**config.mk**
```make
export PLATFORM = sky130hd
export DESIGN_NAME = psram_burst_writer
export DESIGN_NICKNAME = d
export VERILOG_FILES = /design/src/rtl/psram_burst_writer.sv
export SDC_FILE = /design/constraint.sdc
export NUM_CORES = 1
export LEC_CHECK = 0
export CAP_MARGIN = 15
export CORE_MARGIN = 3
export CORE_UTILIZATION = 50
export CTS_CLUSTER_SIZE = 12
export DETAILED_ROUTE_END_ITERATION = 10
export PLACE_DENSITY = 0.68
export SLEW_MARGIN = 25
export SYNTH_ARGS = -nofsm -noshare
export SYNTH_HDL_FRONTEND = slang
export SYNTH_SLANG_ARGS = --single-unit
export TNS_END_PERCENT = 1
```
**constraint.sdc**
```tcl
create_clock -name clk -period 6.3 [get_ports clk]
set_clock_uncertainty 0.1 [all_clocks]
set_input_delay 1.26 -clock clk [delete_from_list [all_inputs] [get_ports clk]]
set_output_delay 1.26 -clock clk [all_outputs]
set_load 0.005 [all_outputs]
```
**src/rtl/psram_burst_writer.sv**
```systemverilog
// Ping-pong burst buffer feeding the PSRAM command port: collects BURST_WORDS pixel words per
// bank and issues each full bank as one write burst, spaced at least CMD_CYCLES apart.
module psram_burst_writer #(
  parameter int          BURST_WORDS  = 8,
  parameter int          CMD_CYCLES   = 19,
  parameter int          ADDR_STEP    = 16,
  parameter logic [20:0] FRAME_BASE   = 21'd0,
  parameter int          FRAME_BURSTS = 4800
) (
  input  logic        clk,
  input  logic        rst_n,
  input  logic        init_done,
  input  logic        frame_start,
  input  logic [31:0] in_data,
  input  logic        in_valid,
  output logic        in_ready,
  output logic        cmd,
  output logic        cmd_en,
  output logic [20:0] addr,
  output logic [31:0] wr_data,
  output logic [3:0]  data_mask,
  output logic        frame_done,
  output logic        busy
);

  localparam int BW = $clog2(BURST_WORDS);
  localparam int CW = $clog2(CMD_CYCLES + 1);

  localparam logic [BW-1:0] LAST_BEAT   = BW'(BURST_WORDS - 1);
  localparam logic [CW-1:0] CMD_SAT     = CW'(CMD_CYCLES);
  localparam logic [CW-1:0] GAP_READY   = CW'(CMD_CYCLES - 1);
  localparam logic [12:0]   LAST_BURST  = 13'(FRAME_BURSTS - 1);
  localparam logic [12:0]   FRAME_LIMIT = 13'(FRAME_BURSTS);
  localparam logic [20:0]   STEP        = 21'(ADDR_STEP);

  typedef enum logic [1:0] {S_IDLE, S_WAIT, S_ISSUE, S_GAP} state_t;

  state_t        state, state_n;
  logic [BW-1:0] beat;
  logic [CW-1:0] cyc_since;
  logic [20:0]   pointer;
  logic [12:0]   burst_cnt;
  logic [12:0]   filled_cnt;
  logic [BW-1:0] fill_cnt;
  logic          fill_sel, fill_sel_n;
  logic          issue_sel;
  logic [1:0]    bank_full, bank_full_n;
  logic          stale;
  logic          frame_done_q;

  logic [31:0]   mem [2][BURST_WORDS];

  logic fs_eff, accept, full_set, issuing, last_beat, drain;
  logic stale_now, final_burst, ok_next, can_issue;

  // A frame_start in IDLE without calibration is ignored; once busy it always restarts the frame.
  assign fs_eff      = frame_start && ((state != S_IDLE) || init_done);
  assign busy        = (state != S_IDLE);
  assign in_ready    = busy && !bank_full[fill_sel] && (filled_cnt < FRAME_LIMIT);
  assign accept      = in_valid && in_ready && !frame_start;
  assign full_set    = accept && (fill_cnt == LAST_BEAT);
  assign issuing     = (state == S_ISSUE);
  assign last_beat   = issuing && (beat == LAST_BEAT);
  assign drain       = last_beat;
  assign stale_now   = stale || fs_eff;
  assign final_burst = (burst_cnt == LAST_BURST);
  // True when a command strobe on the next cycle keeps the CMD_CYCLES spacing.
  assign ok_next     = (cyc_since >= GAP_READY);
  assign can_issue   = bank_full[issue_sel] && init_done && ok_next && !fs_eff;

  assign cmd_en      = issuing && (beat == '0);
  assign cmd         = cmd_en;
  assign addr        = cmd_en ? pointer : 21'd0;
  assign wr_data     = issuing ? mem[issue_sel][beat] : 32'd0;
  assign data_mask   = 4'b0000;
  assign frame_done  = frame_done_q;

  always_comb begin
    // NOTE: every always_comb output gets a default first so no path can infer a latch.
    bank_full_n = bank_full;
    fill_sel_n  = fill_sel;
    if (fs_eff) begin
      // Flush everything except a bank whose burst is still on the wire.
      bank_full_n = 2'b00;
      if (issuing && !last_beat) bank_full_n[issue_sel] = 1'b1;
      fill_sel_n = issuing ? ~issue_sel : issue_sel;
    end else begin
      if (full_set) bank_full_n[fill_sel] = 1'b1;
      if (drain)    bank_full_n[issue_sel] = 1'b0;
      if (bank_full_n[fill_sel] && !bank_full_n[~fill_sel]) fill_sel_n = ~fill_sel;
    end
  end

  always_comb begin
    state_n = state;
    case (state)
      S_IDLE:  if (fs_eff) state_n = S_WAIT;
      S_WAIT:  if (can_issue) state_n = S_ISSUE;
      S_ISSUE: if (last_beat) state_n = (final_burst && !stale_now) ? S_IDLE : S_GAP;
      S_GAP: begin
        if (can_issue)    state_n = S_ISSUE;
        else if (ok_next) state_n = S_WAIT;
      end
      default: state_n = S_IDLE;
    endcase
  end

  // NOTE: sequential state uses non-blocking assignments only, so every register samples
  // the pre-edge values regardless of statement order.
  always_ff @(posedge clk or negedge rst_n) begin
    if (!rst_n) begin
      state        <= S_IDLE;
      beat         <= '0;
      cyc_since    <= CMD_SAT;
      pointer      <= FRAME_BASE;
      burst_cnt    <= '0;
      filled_cnt   <= '0;
      fill_cnt     <= '0;
      fill_sel     <= 1'b0;
      issue_sel    <= 1'b0;
      bank_full    <= 2'b00;
      stale        <= 1'b0;
      frame_done_q <= 1'b0;
    end else begin
      state     <= state_n;
      beat      <= (issuing && !last_beat) ? beat + 1'b1 : '0;
      cyc_since <= cmd_en ? CW'(1) : ((cyc_since < CMD_SAT) ? cyc_since + 1'b1 : cyc_since);

      if (fs_eff) begin
        pointer   <= FRAME_BASE;
        burst_cnt <= '0;
      end else if (drain && !stale) begin
        pointer   <= pointer + STEP;
        burst_cnt <= burst_cnt + 1'b1;
      end

      // A burst interrupted by frame_start belongs to the old frame and must not advance the new one.
      if (fs_eff && issuing) stale <= 1'b1;
      else if (!issuing)     stale <= 1'b0;

      frame_done_q <= drain && final_burst && !stale_now;

      bank_full <= bank_full_n;
      fill_sel  <= fill_sel_n;
      if (drain) issue_sel <= ~issue_sel;

      if (fs_eff) begin
        fill_cnt   <= '0;
        filled_cnt <= '0;
      end else if (accept) begin
        fill_cnt <= full_set ? '0 : fill_cnt + 1'b1;
        if (full_set) filled_cnt <= filled_cnt + 1'b1;
      end
    end
  end

  // NOTE: the bank storage has no reset; bank_full and fill_cnt decide which contents are live.
  always_ff @(posedge clk) begin
    if (accept) mem[fill_sel][fill_cnt] <= in_data;
  end

endmodule
```
==> summary.txt <==
Outcome
  – Status: finished clean

Clocking
  – Num CTS Buffers: just under 60
  – Postcts setup bufs: 0
  – CTS tree: built
  – Post-cts resize count: 0
  – CTS Hold Bufs: 0
  – Worst-Skew Late Latency: between 0.6 and 0.7 ns
  – # clock sinks: 574
  – Worst-path clk slew: approximately 0.060 ns
  – CTS Root Cell: clkbuf_16
  – H-Tree Depth: 2
  – Max clock buf depth: 3

Critical path
  – Worst Setup SP: issue_sel
  – WS Path Type: reg -> out
  – CP peak stage delay: 0.96 ns
  – Reg2reg end: mem[0][158]
  – Worst path cell trace: buf_4, mux4_2, mux2i_1, o22ai_1, clkdlybuf4s50_1
  – Slowest stage cell, crit path: dfrtp_4
  – Worst setup EP type: output port
  – Arrival time of the worst setup path: roughly 3.5 ns
  – CP Max Fanout: 41
  – Required @ worst endpoint: between 4 and 5 ns
  – Startpoint types: register
  – FF-to-FF setup slack: between 2 and 3 ns
  – FF-to-FF path depth: 5
  – Worst setup endpoint: wr_data[12]
  – RR Startpoint: filled_cnt[7]

Drt
  – Via count: 11480
  – Drt via density: a little under 6
  – M1 WL: 20600 um
  – Iter 0 DRT Violations: approximately 1200
  – Met2 WL: ~23000 um
  – # DRC: 0
  – Drt first pass iters: 5
  – Total length of routed wires: ~47000 um
  – Routed WL per cell: about 24 um
  – Top layer in use: met4
  – Antenna Violating Nets Remaining: 0
  – WL met3: ~2400 um

Synthesis
  – FFs w/ async S/R, synth: a little over a tenth
  – Post-Syn Area: roughly 23000 um2
  – Yosys top cell by area: edfxtp_1
  – Post-synthesis cell count: 1188
  – Synth Area in Simple Gates: 4.699%
  – Top cells by area, synth: edfxtp_1, mux4_2, dfrtp_1
  – Yosys warns: 0
  – Most frequent cell after synthesis: edfxtp_1
  – Synth top area share: 66.99%
  – Largest family of logic cells by synthesized area: multiplexers
  – Mean Syn Cell Area: 19.32 um2
  – Post-synthesis mux area share: between 10% and 20%
  – Synth cell count leaders: edfxtp_1, mux4_2, mux2i_1
  – Flop and latch count out of synthesis: around 570
  – Post-synthesis adder-cell area fraction: less than 1%
  – Synth Area in Compound Gates: 2.998%
  – Post-synthesis sequential area ratio: roughly three quarters
  – Synth Flop Type: edfxtp_1
  – Netlist cell types: 59
  – Post-Synth XOR/XNOR Area: 0.7632%
  – Number of enable flip-flop cells after synthesis: roughly 500

STA
  – Slew @ Worst Pin: between 0.9 and 1 ns
  – Final min period: ~5 ns
  – WHS: between 0.4 and 0.5 ns
  – Fin crit share: between 70 and 80%
  – Unrepaired setup endpoints after global routing: no
  – Pins Over Slew Limit: 0
  – Final hold violation count: 0
  – Setup-failing EPs final: 0
  – Max Clock Freq: just over 0.2 GHz
  – Rel. slew slack: 33.67%
  – TNS Setup: 0 ns

GRT
  – Vias in the first global route: ~12000
  – Pin count of the biggest net entering global routing: between 70 and 80
  – Initial antenna violation count: 0
  – Total gr overflow: 0
  – First-pass GRT wire length: around 74000 um
  – Total global-route track usage: between 20% and 30%

Floorplan
  – Die Span Y: about 220 um
  – Starting Density: about half
  – Die Width: roughly 220 um
  – Core area: 44800 um2
  – IO Pins: 99
  – Die area: a little under 50000 um2
  – Site Rows: 77

Placement
  – Number of port buffers: 90
  – HPWL after detailed placement: about 28000 um
  – GP Congestion: around 0.76

Min path
  – Hold Crit Class: reg -> reg

Cells and area
  – Fin util: 59.44%
  – Final Net Count: 1352
  – Layout cells sized above 1: between 10% and 20%
  – Area grow syn2layout: 16.02%
  – Antenna diodes: 0

Job
  – Maxcap violations: 0

Pwr
  – Pwr dens: 303.1 nW/um2
  – Total Power: 0.008071 W
  – Leakage power: 8.268 nW
  – Peak supply drop: approximately 0.00020 V
==> worst max-delay path, delay by kind of cell, from the launching register on <==
kind	cells	cell delay, ns
buffers and inverters	2	0.99
flip-flops	1	0.96
multiplexers	2	0.80
AO/OA/AOI/OAI	1	0.13
==> worst min-delay path by stage <==
stage / end / cells after the start / start
after floorplan: cyc_since[4] / 2 / cyc_since[4]
after global placement: cyc_since[4] / 2 / cyc_since[4]
after detailed placement: cyc_since[4] / 2 / cyc_since[4]
after CTS: cyc_since[4] / 2 / cyc_since[4]
final: cyc_since[4] / 2 / cyc_since[4]
after global routing: cyc_since[4] / 2 / cyc_since[4]
==> where the power goes <==
group          switching [W]  internal, W
logic               0.000307     0.000230
registers          0.0000871      0.00424
clock network        0.00138      0.00182
==> routing by layer <==
| metal | GRT usage, % | vias up |
|---|---|---|
| li1 | - | 5100 |
| met1 | 29.65 | 6003 |
| met2 | 32.52 | 306 |
| met3 | 2.692 | 67 |
| met4 | 5.624 | 0 |
| met5 | 0 | - |
==> placed cells by master (no fill, tap or decap), types with 9 or more instances in the layout <==
cell               n
mux4_2           128
clkinv_1           9
o21ai_0           16
dfrtp_1           56
nand3_1           20
nor2_4            12
nand4_1           16
clkdlybuf4s50_1   89
ha_1              10
edfxtp_1         512
or4_1             16
nand2_1           30
and2_1            22
clkbuf_1          17
nor2_1            27
xor2_1            12
inv_1             10
o22ai_1           32
o31ai_1           10
buf_4             17
mux2i_1           69
a21oi_1           28
clkbuf_16         60
==> flip-flops by register name, indices dropped and copies added, names as in the netlist, 3 cells and up <==
signal / flops
mem: 512
pointer: 17
beat: 3
filled_cnt: 13
fill_cnt: 3
burst_cnt: 13
cyc_since: 5
==> logic make-up (layout without fill, tap and decap cells) <==
kind of cell / Yosys count / after routing
flip-flops: 574 / 574
multiplexers: 199 / 199
AND/OR/NAND/NOR: 195 / 195
AO/OA/AOI/OAI: 110 / 110
buffers and inverters: 79 / 229
XOR/XNOR: 20 / 20
adder cells (fa/ha/maj): 10 / 10
other: 1 / 8
==> cell type report <==
class | instances | area, um2
Tap cell | 592 | 740.7
Fill cell | 3224 | 18170
Sequential cell | 574 | 16940
Timing Repair Buffer | 118 | 1296
Clock buffer | 80 | 1607
Multi-Input combinational cell | 542 | 5838
Inverter | 10 | 37.54
Clock inverter | 21 | 168.9
==> per-stage QoR <==
stage          std cells  area, um2  worst slack [ns]
2_1_floorplan       1195      22980            0.4733
3_3_place_gp        1829      24650             1.500
3_5_place_dp        1836      24840             1.500
4_1_cts             1937      26620             1.299
5_1_grt             1937      26630             1.175
6_report            1937      26630             1.418
Power figures use the tool's default switching activity.
